$ cat config.mk
export PLATFORM = sky130hd
export DESIGN_NAME = gpu_draw_engine_flat
export DESIGN_NICKNAME = d
export VERILOG_FILES = /design/src/rtl/gpu_draw_pkg.sv /design/src/rtl/gpu_draw_engine_if.sv /design/src/rtl/gpu_cmd_fifo.sv /design/src/rtl/gpu_draw_engine.sv /design/src/flat_wrapper.sv
export SDC_FILE = /design/constraint.sdc
export NUM_CORES = 1
export LEC_CHECK = 0
export BUFFER_PORTS_ARGS = -buffer_cell sky130_fd_sc_hd__buf_2
export CORE_UTILIZATION = 40
export CTS_CLUSTER_DIAMETER = 40
export CTS_CLUSTER_SIZE = 20
export DETAILED_ROUTE_END_ITERATION = 10
export SYNTH_ARGS = -nofsm -noshare
export SYNTH_HDL_FRONTEND = slang
export SYNTH_SLANG_ARGS = --single-unit
$ cat constraint.sdc
create_clock -name clk -period 8.65 [get_ports clk]
set_input_delay 1.73 -clock clk [delete_from_list [all_inputs] [get_ports clk]]
set_output_delay 1.73 -clock clk [all_outputs]
set_load 0.02 [all_outputs]
$ cat src/rtl/gpu_draw_pkg.sv
// Shared types and register map for the 2D draw engine: opcodes, FSM states,
// bus addresses and the command snapshot carried through the FIFO.
package gpu_draw_pkg;

    typedef enum logic [1:0] {
        OP_CLEAR   = 2'd0,
        OP_POINT   = 2'd1,
        OP_FILL    = 2'd2,
        OP_OUTLINE = 2'd3
    } op_e;

    typedef enum logic [1:0] {
        S_IDLE = 2'd0,
        S_LOAD = 2'd1,
        S_DRAW = 2'd2
    } state_e;

    localparam logic [15:0] ADDR_P0     = 16'h0004;
    localparam logic [15:0] ADDR_P1     = 16'h0008;
    localparam logic [15:0] ADDR_COLOR  = 16'h000C;
    localparam logic [15:0] ADDR_CMD    = 16'h0010;
    localparam logic [15:0] ADDR_STATUS = 16'h0014;

    // Fields are sized for the widest supported configuration; narrower
    // builds zero-extend on push and use the low bits on pop.
    typedef struct packed {
        op_e         op;
        logic [15:0] x0;
        logic [15:0] y0;
        logic [15:0] x1;
        logic [15:0] y1;
        logic [23:0] color;
    } cmd_t;

endpackage

$ cat src/rtl/gpu_draw_engine_if.sv
// CPU-bus and pixel-stream signals of the draw engine; the engine is the slave
// side, the host/framebuffer side is the master.
interface gpu_draw_engine_if #(
    parameter int XW = 8,
    parameter int YW = 8,
    parameter int CW = 24
);
    logic          bus_en;
    logic          bus_we;
    logic [15:0]   bus_addr;
    logic [31:0]   bus_wdata;
    logic [31:0]   bus_rdata;
    logic          px_valid;
    logic          px_ready;
    logic [XW-1:0] px_x;
    logic [YW-1:0] px_y;
    logic [CW-1:0] px_color;
    logic          busy;

    modport slave (
        input  bus_en, bus_we, bus_addr, bus_wdata, px_ready,
        output bus_rdata, px_valid, px_x, px_y, px_color, busy
    );

    modport master (
        output bus_en, bus_we, bus_addr, bus_wdata, px_ready,
        input  bus_rdata, px_valid, px_x, px_y, px_color, busy
    );
endinterface

$ cat src/rtl/gpu_cmd_fifo.sv
// Synchronous command FIFO with registered read; pop_data is valid the cycle
// after pop. Simultaneous push and pop are both honoured, even when full.
module gpu_cmd_fifo
    import gpu_draw_pkg::*;
#(
    parameter  int WIDTH = 8,
    parameter  int DEPTH = 4,
    localparam int AW    = $clog2(DEPTH)
) (
    input  logic             clk,
    input  logic             reset_n,
    input  logic             push,
    input  logic [WIDTH-1:0] push_data,
    input  logic             pop,
    output logic [WIDTH-1:0] pop_data,
    output logic [AW:0]      count,
    output logic             full,
    output logic             empty
);
    logic [WIDTH-1:0] mem [DEPTH];
    logic [WIDTH-1:0] pop_data_reg;
    logic [AW-1:0]    wr_ptr_reg;
    logic [AW-1:0]    rd_ptr_reg;
    logic [AW:0]      count_reg;
    logic             do_push;
    logic             do_pop;

    assign empty   = (count_reg == '0);
    assign full    = (count_reg == (AW+1)'(DEPTH));
    assign do_pop  = pop && !empty;
    assign do_push = push && (!full || do_pop);

    always_ff @(posedge clk) begin
        if (do_push) begin
            mem[wr_ptr_reg] <= push_data;
        end
        if (do_pop) begin
            pop_data_reg <= mem[rd_ptr_reg];
        end
    end

    always_ff @(posedge clk) begin
        if (!reset_n) begin
            wr_ptr_reg <= '0;
            rd_ptr_reg <= '0;
            count_reg  <= '0;
        end else begin
            if (do_push) begin
                wr_ptr_reg <= wr_ptr_reg + 1'b1;
            end
            if (do_pop) begin
                rd_ptr_reg <= rd_ptr_reg + 1'b1;
            end
            case ({do_push, do_pop})
                2'b10:   count_reg <= count_reg + 1'b1;
                2'b01:   count_reg <= count_reg - 1'b1;
                default: count_reg <= count_reg;
            endcase
        end
    end

    assign pop_data = pop_data_reg;
    assign count    = count_reg;

endmodule

$ cat src/rtl/gpu_draw_engine.sv
// Memory-mapped 2D draw engine: queues CLEAR/POINT/FILL/OUTLINE commands and
// streams clipped pixels in raster order over a valid/ready interface.
module gpu_draw_engine
    import gpu_draw_pkg::*;
#(
    parameter int XW         = 8,
    parameter int YW         = 8,
    parameter int CW         = 24,
    parameter int SCREEN_W   = 200,
    parameter int SCREEN_H   = 150,
    parameter int FIFO_DEPTH = 4
) (
    input logic              clk,
    input logic              reset_n,
    gpu_draw_engine_if.slave io
);
    localparam int            AW    = $clog2(FIFO_DEPTH);
    localparam logic [XW-1:0] X_MAX = XW'(SCREEN_W - 1);
    localparam logic [YW-1:0] Y_MAX = YW'(SCREEN_H - 1);

    logic [XW-1:0] p0_x_reg, p1_x_reg;
    logic [YW-1:0] p0_y_reg, p1_y_reg;
    logic [CW-1:0] color_reg;
    logic          overflow_reg;

    state_e        state_reg;
    op_e           op_reg;
    logic [XW-1:0] x0_reg, x1_reg, cur_x_reg;
    logic [YW-1:0] y0_reg, y1_reg, cur_y_reg;
    logic [CW-1:0] px_color_reg;

    cmd_t          push_cmd;
    cmd_t          pop_cmd;
    logic [AW:0]   fifo_count;
    logic          fifo_full;
    logic          fifo_empty;
    logic          bus_write;
    logic          cmd_write;
    logic          fifo_pop;
    logic          busy;
    logic [31:0]   rdata;

    assign bus_write = io.bus_en && io.bus_we;
    assign cmd_write = bus_write && (io.bus_addr == ADDR_CMD);
    assign fifo_pop  = (state_reg == S_IDLE) && !fifo_empty;
    assign busy      = !fifo_empty || (state_reg != S_IDLE);

    always_comb begin
        push_cmd       = '0;
        push_cmd.op    = op_e'(io.bus_wdata[1:0]);
        push_cmd.x0    = 16'(p0_x_reg);
        push_cmd.y0    = 16'(p0_y_reg);
        push_cmd.x1    = 16'(p1_x_reg);
        push_cmd.y1    = 16'(p1_y_reg);
        push_cmd.color = 24'(color_reg);
    end

    gpu_cmd_fifo #(
        .WIDTH ($bits(cmd_t)),
        .DEPTH (FIFO_DEPTH)
    ) u_fifo (
        .clk       (clk),
        .reset_n   (reset_n),
        .push      (cmd_write),
        .push_data (push_cmd),
        .pop       (fifo_pop),
        .pop_data  (pop_cmd),
        .count     (fifo_count),
        .full      (fifo_full),
        .empty     (fifo_empty)
    );

    always_ff @(posedge clk) begin
        if (!reset_n) begin
            p0_x_reg     <= '0;
            p0_y_reg     <= '0;
            p1_x_reg     <= '0;
            p1_y_reg     <= '0;
            color_reg    <= '0;
            overflow_reg <= 1'b0;
        end else if (bus_write) begin
            case (io.bus_addr)
                ADDR_P0: begin
                    p0_x_reg <= io.bus_wdata[XW-1:0];
                    p0_y_reg <= io.bus_wdata[16 +: YW];
                end
                ADDR_P1: begin
                    p1_x_reg <= io.bus_wdata[XW-1:0];
                    p1_y_reg <= io.bus_wdata[16 +: YW];
                end
                ADDR_COLOR:  color_reg <= io.bus_wdata[CW-1:0];
                ADDR_CMD:    if (fifo_full && !fifo_pop) overflow_reg <= 1'b1;
                ADDR_STATUS: if (io.bus_wdata[2]) overflow_reg <= 1'b0;
                default: ;
            endcase
        end
    end

    // Normalise, substitute CLEAR/POINT bounds, then clip the far corner.
    logic [XW-1:0] ax, bx, ld_x0, ld_x1;
    logic [YW-1:0] ay, by, ld_y0, ld_y1;
    logic          ld_off;

    always_comb begin
        ax    = pop_cmd.x0[XW-1:0];
        bx    = pop_cmd.x1[XW-1:0];
        ay    = pop_cmd.y0[YW-1:0];
        by    = pop_cmd.y1[YW-1:0];
        ld_x0 = (ax <= bx) ? ax : bx;
        ld_x1 = (ax <= bx) ? bx : ax;
        ld_y0 = (ay <= by) ? ay : by;
        ld_y1 = (ay <= by) ? by : ay;
        case (pop_cmd.op)
            OP_CLEAR: begin
                ld_x0 = '0;
                ld_y0 = '0;
                ld_x1 = X_MAX;
                ld_y1 = Y_MAX;
            end
            OP_POINT: begin
                ld_x0 = ax;
                ld_x1 = ax;
                ld_y0 = ay;
                ld_y1 = ay;
            end
            default: ;
        endcase
        if (ld_x1 > X_MAX) ld_x1 = X_MAX;
        if (ld_y1 > Y_MAX) ld_y1 = Y_MAX;
        ld_off = (ld_x0 > X_MAX) || (ld_y0 > Y_MAX);
    end

    logic row_end, last_px, skip_interior;
    assign row_end       = (cur_x_reg == x1_reg);
    assign last_px       = row_end && (cur_y_reg == y1_reg);
    assign skip_interior = (op_reg == OP_OUTLINE) && (cur_x_reg == x0_reg) &&
                           (cur_y_reg != y0_reg) && (cur_y_reg != y1_reg);

    always_ff @(posedge clk) begin
        if (!reset_n) begin
            state_reg    <= S_IDLE;
            op_reg       <= OP_CLEAR;
            x0_reg       <= '0;
            x1_reg       <= '0;
            y0_reg       <= '0;
            y1_reg       <= '0;
            cur_x_reg    <= '0;
            cur_y_reg    <= '0;
            px_color_reg <= '0;
        end else begin
            case (state_reg)
                S_IDLE: if (!fifo_empty) state_reg <= S_LOAD;
                S_LOAD: begin
                    if (ld_off) begin
                        state_reg <= S_IDLE;
                    end else begin
                        state_reg    <= S_DRAW;
                        op_reg       <= pop_cmd.op;
                        x0_reg       <= ld_x0;
                        x1_reg       <= ld_x1;
                        y0_reg       <= ld_y0;
                        y1_reg       <= ld_y1;
                        cur_x_reg    <= ld_x0;
                        cur_y_reg    <= ld_y0;
                        px_color_reg <= pop_cmd.color[CW-1:0];
                    end
                end
                S_DRAW: begin
                    if (io.px_ready) begin
                        if (last_px) begin
                            state_reg <= S_IDLE;
                        end else if (row_end) begin
                            cur_x_reg <= x0_reg;
                            cur_y_reg <= cur_y_reg + 1'b1;
                        end else if (skip_interior) begin
                            cur_x_reg <= x1_reg;
                        end else begin
                            cur_x_reg <= cur_x_reg + 1'b1;
                        end
                    end
                end
                default: state_reg <= S_IDLE;
            endcase
        end
    end

    always_comb begin
        rdata = '0;
        case (io.bus_addr)
            ADDR_P0: begin
                rdata[XW-1:0]  = p0_x_reg;
                rdata[16 +: YW] = p0_y_reg;
            end
            ADDR_P1: begin
                rdata[XW-1:0]  = p1_x_reg;
                rdata[16 +: YW] = p1_y_reg;
            end
            ADDR_COLOR: rdata[CW-1:0] = color_reg;
            ADDR_STATUS: begin
                rdata[0]    = busy;
                rdata[1]    = fifo_full;
                rdata[2]    = overflow_reg;
                rdata[15:8] = 8'(fifo_count);
            end
            default: ;
        endcase
    end

    // Upper bus bits and widened snapshot fields are intentionally ignored.
    logic unused_bits;
    assign unused_bits = ^{io.bus_wdata, pop_cmd};

    assign io.bus_rdata = rdata;
    assign io.px_valid  = (state_reg == S_DRAW);
    assign io.px_x      = cur_x_reg;
    assign io.px_y      = cur_y_reg;
    assign io.px_color  = px_color_reg;
    assign io.busy      = busy;

endmodule
$ cat src/flat_wrapper.sv
// flat-port wrapper written by rule: the top's interface ports become plain ports
module gpu_draw_engine_flat import gpu_draw_pkg::*;
#(
    parameter int XW         = 8,
    parameter int YW         = 8,
    parameter int CW         = 24,
    parameter int SCREEN_W   = 200,
    parameter int SCREEN_H   = 150,
    parameter int FIFO_DEPTH = 4
)
  (clk, reset_n, io_bus_en, io_bus_we, io_bus_addr, io_bus_wdata, io_px_ready, io_bus_rdata, io_px_valid, io_px_x, io_px_y, io_px_color, io_busy);
  gpu_draw_engine_if #(.XW(XW), .YW(YW), .CW(CW)) io_i ();
  input logic clk;
  input logic reset_n;
  input wire logic [$bits(io_i.bus_en)-1:0] io_bus_en;
  input wire logic [$bits(io_i.bus_we)-1:0] io_bus_we;
  input wire logic [$bits(io_i.bus_addr)-1:0] io_bus_addr;
  input wire logic [$bits(io_i.bus_wdata)-1:0] io_bus_wdata;
  input wire logic [$bits(io_i.px_ready)-1:0] io_px_ready;
  output wire logic [$bits(io_i.bus_rdata)-1:0] io_bus_rdata;
  output wire logic [$bits(io_i.px_valid)-1:0] io_px_valid;
  output wire logic [$bits(io_i.px_x)-1:0] io_px_x;
  output wire logic [$bits(io_i.px_y)-1:0] io_px_y;
  output wire logic [$bits(io_i.px_color)-1:0] io_px_color;
  output wire logic [$bits(io_i.busy)-1:0] io_busy;
  assign io_i.bus_en = io_bus_en;
  assign io_i.bus_we = io_bus_we;
  assign io_i.bus_addr = io_bus_addr;
  assign io_i.bus_wdata = io_bus_wdata;
  assign io_i.px_ready = io_px_ready;
  assign io_bus_rdata = io_i.bus_rdata;
  assign io_px_valid = io_i.px_valid;
  assign io_px_x = io_i.px_x;
  assign io_px_y = io_i.px_y;
  assign io_px_color = io_i.px_color;
  assign io_busy = io_i.busy;
  gpu_draw_engine #(.XW(XW), .YW(YW), .CW(CW), .SCREEN_W(SCREEN_W), .SCREEN_H(SCREEN_H), .FIFO_DEPTH(FIFO_DEPTH)) u_core (.clk(clk), .reset_n(reset_n), .io(io_i));
endmodule
==> Yosys cells after proc, flatten, opt, wreduce, memory -nomap -nowiden <==
Memories as Yosys holds them, arrays and structs flattened. A register that Yosys moved wholly into a read port is not among the register bits.
Cells that the tools add are included.
{ "op_classes": {"n_bitwise": 1, "muxes": 36, "multipliers": 0, "n_reduce_logical": 31, "n_shift": 0, "div_mod_pow": 0, "add_sub_neg": 6, "n_eq_ne": 25, "magnitude_cmp": 6} }
{ "ops": {"columns": ["cell", "count"], "rows": [
  ["two-way mux 8 bit", 15],
  ["case mux 8 bit (2 select lines)", 7],
  ["== test 16 x 4 -> 1 bit, second input constant", 2],
  ["== test 16 x 5 -> 1 bit, second input constant", 2],
  ["greater-than comparator 8 bit, second input constant", 4],
  ["== test 8 bit", 3],
  ["case mux 8 bit (3 select lines)", 1],
  ["adder 8 x 1 -> 8 bit, second input constant", 2],
  ["== test 16 x 3 -> 1 bit, second input constant", 1],
  ["less-or-equal comparator 8 bit", 2],
  ["!= test 8 bit", 2],
  ["case mux 5 bit (3 select lines)", 1],
  ["!= test 2 bit, second input constant", 6],
  ["case mux 3 bit (4 select lines)", 1],
  ["logical AND 1 bit", 10],
  ["two-way mux 2 bit", 4],
  ["AND reduction 2 bit", 4],
  ["AND reduction 4 bit", 2],
  ["nonzero test 2 bit", 4],
  ["== test 2 x 1 -> 1 bit, second input constant", 3],
  ["== test 2 bit, second input constant", 3],
  ["case mux 2 bit (3 select lines)", 1],
  ["case mux 3 bit (2 select lines)", 1],
  ["AND reduction 5 bit", 1],
  ["other kinds (13)", 23]
]} }
{ "totals": {"in_bits": 53, "reg_bits": 140, "elab_cells": 124, "rom_bits": 0, "ram_bits": 232, "latchBits": 0, "memories": 1} }
{ "mem_list": {"columns": ["name", "depth", "width", "read_ports", "rd_clocked_by_memory_dff", "write_ports", "line_no", "source"], "rows": [
  ["u_core.u_fifo.mem", 4, 58, 1, 1, 1, "gpu_cmd_fifo.sv:20", "logic [WIDTH-1:0] mem [DEPTH];"]
]} }

==> Longest topological paths before layout <==
{ "depth": {"ltp_word": 9, "mapped_depth": 14} }

==> Modules after synthesis <==
From an unflattened synthesis, not the netlist that was laid out.
{ "hier_totals": {"hier_cells": 1626, "hier_area_um2": 23834.1} }
{ "by_module_without_submodules": {"columns": ["module", "seq_area_each_um2", "instances", "cells_per_inst", "area_each_um2"], "rows": [
  ["gpu_cmd_fifo", 13653.1, 1, 617, 16169.3],
  ["gpu_draw_engine", 2662.6, 1, 1009, 7664.9]
]} }

==> Least setup slack after synthesis <==
Ideal clock, no wire load.
{ "synth_timing": {"path_type": "register to register", "from": "register u_core.u_fifo.count_reg[0] (netlist: u_core.u_fifo.count[0])", "to": "register u_core.u_fifo.count_reg[2] (netlist: u_core.u_fifo.count[2])", "required_time_ns": 8.580, "n_path_buf": 0, "slack_ns": 2.276, "period_less_slack_ns": 6.374, "arrival_time_ns": 6.303, "stages_incl_launch_ff": 9, "setup_ns": 0.070, "path_cell_list": "dfxtp_1 > nor3_1 > nor3_1 > ha_1 > inv_1 > fa_1 > xor2_1 > or3_1 > a21oi_1"} }
{ "synth_via": {"elab_chain_cells": 8, "word_cells_on_any_way": 14, "classes_between": "2 x add/sub; 3 x eq/ne; 1 x mux; 8 x reduce/logical"} }
{ "synth_lines": {"columns": ["item", "line_no", "source"], "rows": [
  ["start: declaration", "gpu_cmd_fifo.sv:24", "logic [AW:0] count_reg;"],
  ["start signal: assignment", "gpu_cmd_fifo.sv:55", "2'b10: count_reg <= count_reg + 1'b1;"],
  ["start signal: assignment", "gpu_cmd_fifo.sv:56", "2'b01: count_reg <= count_reg - 1'b1;"],
  ["start signal: assignment", "gpu_cmd_fifo.sv:57", "default: count_reg <= count_reg;"],
  ["logical NOT 3 bit *", "gpu_cmd_fifo.sv:28", "assign empty = (count_reg == '0);"],
  ["logical NOT 1 bit *", "gpu_cmd_fifo.sv:30, gpu_draw_engine.sv:45", null],
  ["logical AND 1 bit", "gpu_draw_engine.sv:45", "assign fifo_pop = (state_reg == S_IDLE) && !fifo_empty;"],
  ["logical AND 1 bit *", "gpu_cmd_fifo.sv:30", "assign do_pop = pop && !empty;"],
  ["named net u_core.u_fifo.do_pop", "gpu_cmd_fifo.sv:26", "logic do_pop;"],
  ["logical OR 1 bit", "gpu_cmd_fifo.sv:31", "assign do_push = push && (!full || do_pop);"],
  ["logical AND 1 bit", "gpu_cmd_fifo.sv:31", null],
  ["== test 2 x 1 -> 1 bit or == test 2 bit (tied branches)", "gpu_cmd_fifo.sv:54", "case ({do_push, do_pop})"],
  ["case mux 3 bit (2 select lines) or nonzero test 2 bit (tied branches)", null, null]
]} }
The timed path passes the listed nets; every way through them passes the cells marked *.
A chain may end at the register's enable or synchronous reset.

==> Worst setup path after layout <==
{ "layout_timing": {"from": "input port io_bus_addr[13]", "to": "output port io_bus_rdata[4]"} }
{ "layout_via": {"elab_chain_cells": 2, "word_cells_on_any_way": 4, "classes_between": "3 x eq/ne; 1 x mux"} }
{ "layout_lines": {"columns": ["item", "line_no", "source"], "rows": [
  ["start: declaration", "flat_wrapper.sv:17", "input wire logic [$bits(io_i.bus_addr)-1:0] io_bus_addr;"],
  ["== test 16 x 4 -> 1 bit or == test 16 x 3 -> 1 bit (tied branches)", "gpu_draw_engine.sv:189", "case (io.bus_addr)"],
  ["case mux 5 bit (3 select lines) *", "gpu_draw_engine.sv:189", null],
  ["end: declaration", "flat_wrapper.sv:20", "output wire logic [$bits(io_i.bus_rdata)-1:0] io_bus_rdata;"]
]} }
Every way passes the cells marked *; elsewhere a longest branch is shown, timed or not.

==> results.md <==
- Status: finished clean
- CP Data Required Time: 6.92 ns
- Worst setup path start: io_bus_addr[13]
- Total power: 4.43 mW
- Io pins: 127
- Most frequent cells in the layout: edfxtp_1, nand2_1, a21oi_1
- Top FF cell, synth: edfxtp_1
- Die Span Y: 214 um
- Post-Syn Area: 0.0179 mm^2
- Routing usage on met3: 3.28%
- First-pass GRT wire length: 67400 um
- Fillers: 3901
- Iter 0 DRT Violations: 1103
- Vias per cell: 5.63
- Placer congestion estimate: 0.836
- Mapped Cells: 1384
- Total wire length: 44300 um
- Max Cap Viol: 0
- Clock latency at the later pin of the worst-skew pair: 0.59 ns
- Core box area: 0.0442 mm^2
- Max-slew violations: 0
- Largest net degree at the start of global routing: 83
- Ys async rst share: 0%
- WS Path Type: input pin to primary output
- Startpoint Class: input pin
- Sequence of cells on the critical path: buf_2 -> nor4_1 -> nand3_1 -> nor3_4 -> a222oi_1 -> inv_1 -> buf_2
- Critical R2R Launch: u_core.u_fifo.pop_data[62]
- Area delta synth->final: 16.5%
- Final Hold Viols: 0
- Max rail drop VDD: 0.000170 V
- Number of synthesized flops with an enable pin: 290
- Worst Hold Class: flip-flop to flip-flop
- Port Buffers: 110
- Skew final: 0.0443 ns
- GRT busiest layer: met2
- Met1 usage: 28.1%
- Worst setup EP type: primary output
- Layout cells sized above 1: 21.1%
- Most used cell, CP: buf_2
- RSZ-0062 raised after global routing: false
- Post-synth cell types: 65
- Starting Density: 40.5%
- Congestion Overflow GR: 0
- # H-tree levels: 2
- Crit path largest cell delay: 0.85 ns
- Post-CTS Setup Inserts: 0
- Int Pwr: 3.44 mW
- Diode count: 0
- Routed WL per cell: 21.0 um
- Nets@finish: 1555
- Leak: 7.68 nW
- CP Max Fanout: 17
- Net Sw Frac: 22.3%
- Post-cts gate resize count: 0
- Sequential power share: 48.9%
- Slowest cell on the critical path: nor3_4
- Die area: 0.0457 mm^2
- Initial DRT Pass Iterations: 8
- Root Driver: clkbuf_16
- Syn Area/Cell: 13.0 um^2
- Multi-input gate area: 0.00591 mm^2
- Clock share of power: 50.2%
- Largest register FFs: 232
- PD cells: 212 mW/mm^2
- Clk buf depth: 3
- Synth top area cells: edfxtp_1, dfxtp_1, mux4_2
- Dominant cell type by area after synthesis: edfxtp_1
- Yosys reg bits: 430
- Number of global-route vias before repair: 11.4k
- Cell row count: 77
- Num CTS Buffers: 50
- FMAX: 176 MHz
- Register area share after synthesis: 64.2%
- CTS tree: done
- Initial antenna violation count: 2
- YS warnings: 0
- Clk sinks: 430
- DR vias: 11.9k
- # setup viols final: 0
- Register area: 0.0115 mm^2
- Post-route DRC: 0
- Comb pwr share: 0.9%
- Psw: 0.987 mW
- Fin crit share: 65.5%
- ANT nets after route: 0
- Met2 usage: 30.2%
- Slew HR: 27.1%
- Synth top area share: 48.6%
- Hold Crit Start: u_core.io.px_color[6]
- Total GRT Usage: 19.4%
- Commonest non-fill, non-tap cell in the layout: edfxtp_1
- Setup TNS: 0 ns
- Fin crit period: 5.67 ns
- Die extent in x: 214 um
- DP HPWL: 27600 um
- Hold_buf cts: 0
- Worst Max-Slew Pin Slew: 1.08 ns
- Worst-path clk slew: 0.06 ns
- CP arrival: 3.94 ns
==> final timing paths <==
kind	end	slack [ns]	cells after the start
max reg2reg	u_core.io.px_color[6]	3.94	11
max	io_bus_rdata[4]	2.98	7
min	u_core.io.px_color[6]	0.47	2
min reg2reg	u_core.io.px_color[6]	0.47	2
==> routing by layer <==
metal | up-vias | wire length, um
li1 | 5447 | -
met1 | 5931 | 19900
met2 | 435 | 20500
met3 | 69 | 3080
met4 | 4 | 795
met5 | - | 30
==> power by group through the flow <==
stage	Combinational, mW	Clock, mW	Sequential, mW
4_1_cts	0.0374	2.27	2.17
6_report	0.0378	2.22	2.17
2_1_floorplan	0.0196	0	2.21
3_3_place_gp	0.0370	0	2.21
3_5_place_dp	0.0373	0	2.21
5_1_grt	0.0410	2.34	2.16
==> cell families after synthesis <==
| kind of cell | after synthesis | synth area share (%) |
|---|---|---|
| flops | 430 | 64.2 |
| simple gates | 348 | 9.06 |
| compound gates | 316 | 11.1 |
| buf+inv | 142 | 3.29 |
| mux | 80 | 8.54 |
| xor+xnor | 43 | 2.10 |
| fa+ha+maj | 24 | 1.72 |
| other cells | 1 | 0.0209 |
==> per-stage QoR <==
| step | std cells | hold slack (ns) | util, % | worst slack, ns | instance area (um^2) |
|---|---|---|---|---|---|
| 4_1_cts | 2112 | 0.473 | 47.2 | 3.04 | 20900 |
| 6_report | 2112 | 0.474 | 47.2 | 2.98 | 20900 |
| 3_3_place_gp | 2018 | 0.458 | 43.1 | 3.08 | 19100 |
| 5_1_grt | 2112 | 0.507 | 47.2 | 2.87 | 20900 |
| 3_5_place_dp | 2018 | 0.464 | 43.1 | 3.05 | 19100 |
| 2_1_floorplan | 1391 | 0.454 | - | 2.28 | 18000 |
==> critical path: cells and delay by family <==
| kind | cells | cell delay, ns |
|---|---|---|
| AOI/OAI and AO/OA | 1 | 0.33 |
| buffers and inverters | 3 | 0.40 |
| and+or+nand+nor | 3 | 1.47 |
==> final cells by class <==
cell class	count	area share, %
clock buffer	52	6.13
timing repair buffer	135	3.54
multi-input combinational	819	28.3
tap	592	3.55
clock inverter	42	2.53
sequential	430	55.2
inverter	42	0.767
==> synth_stat cells, drive strengths merged, types with 7 or more instances <==
cell type  instances
and2              15
nor4              10
nand2            155
mux2i             19
buf               28
inv               41
ha                23
edfxtp           290
a21oi            142
dfxtp            140
xor2              10
nor2              40
a211oi            14
o21a               7
o21ai             63
o211ai             8
mux4              58
a222oi            13
or4                8
a22oi             13
clkbuf            72
nand3             57
nor3              30
nand4             19
xnor2             33
No activity file was read; power rests on OpenSTA's default activity.
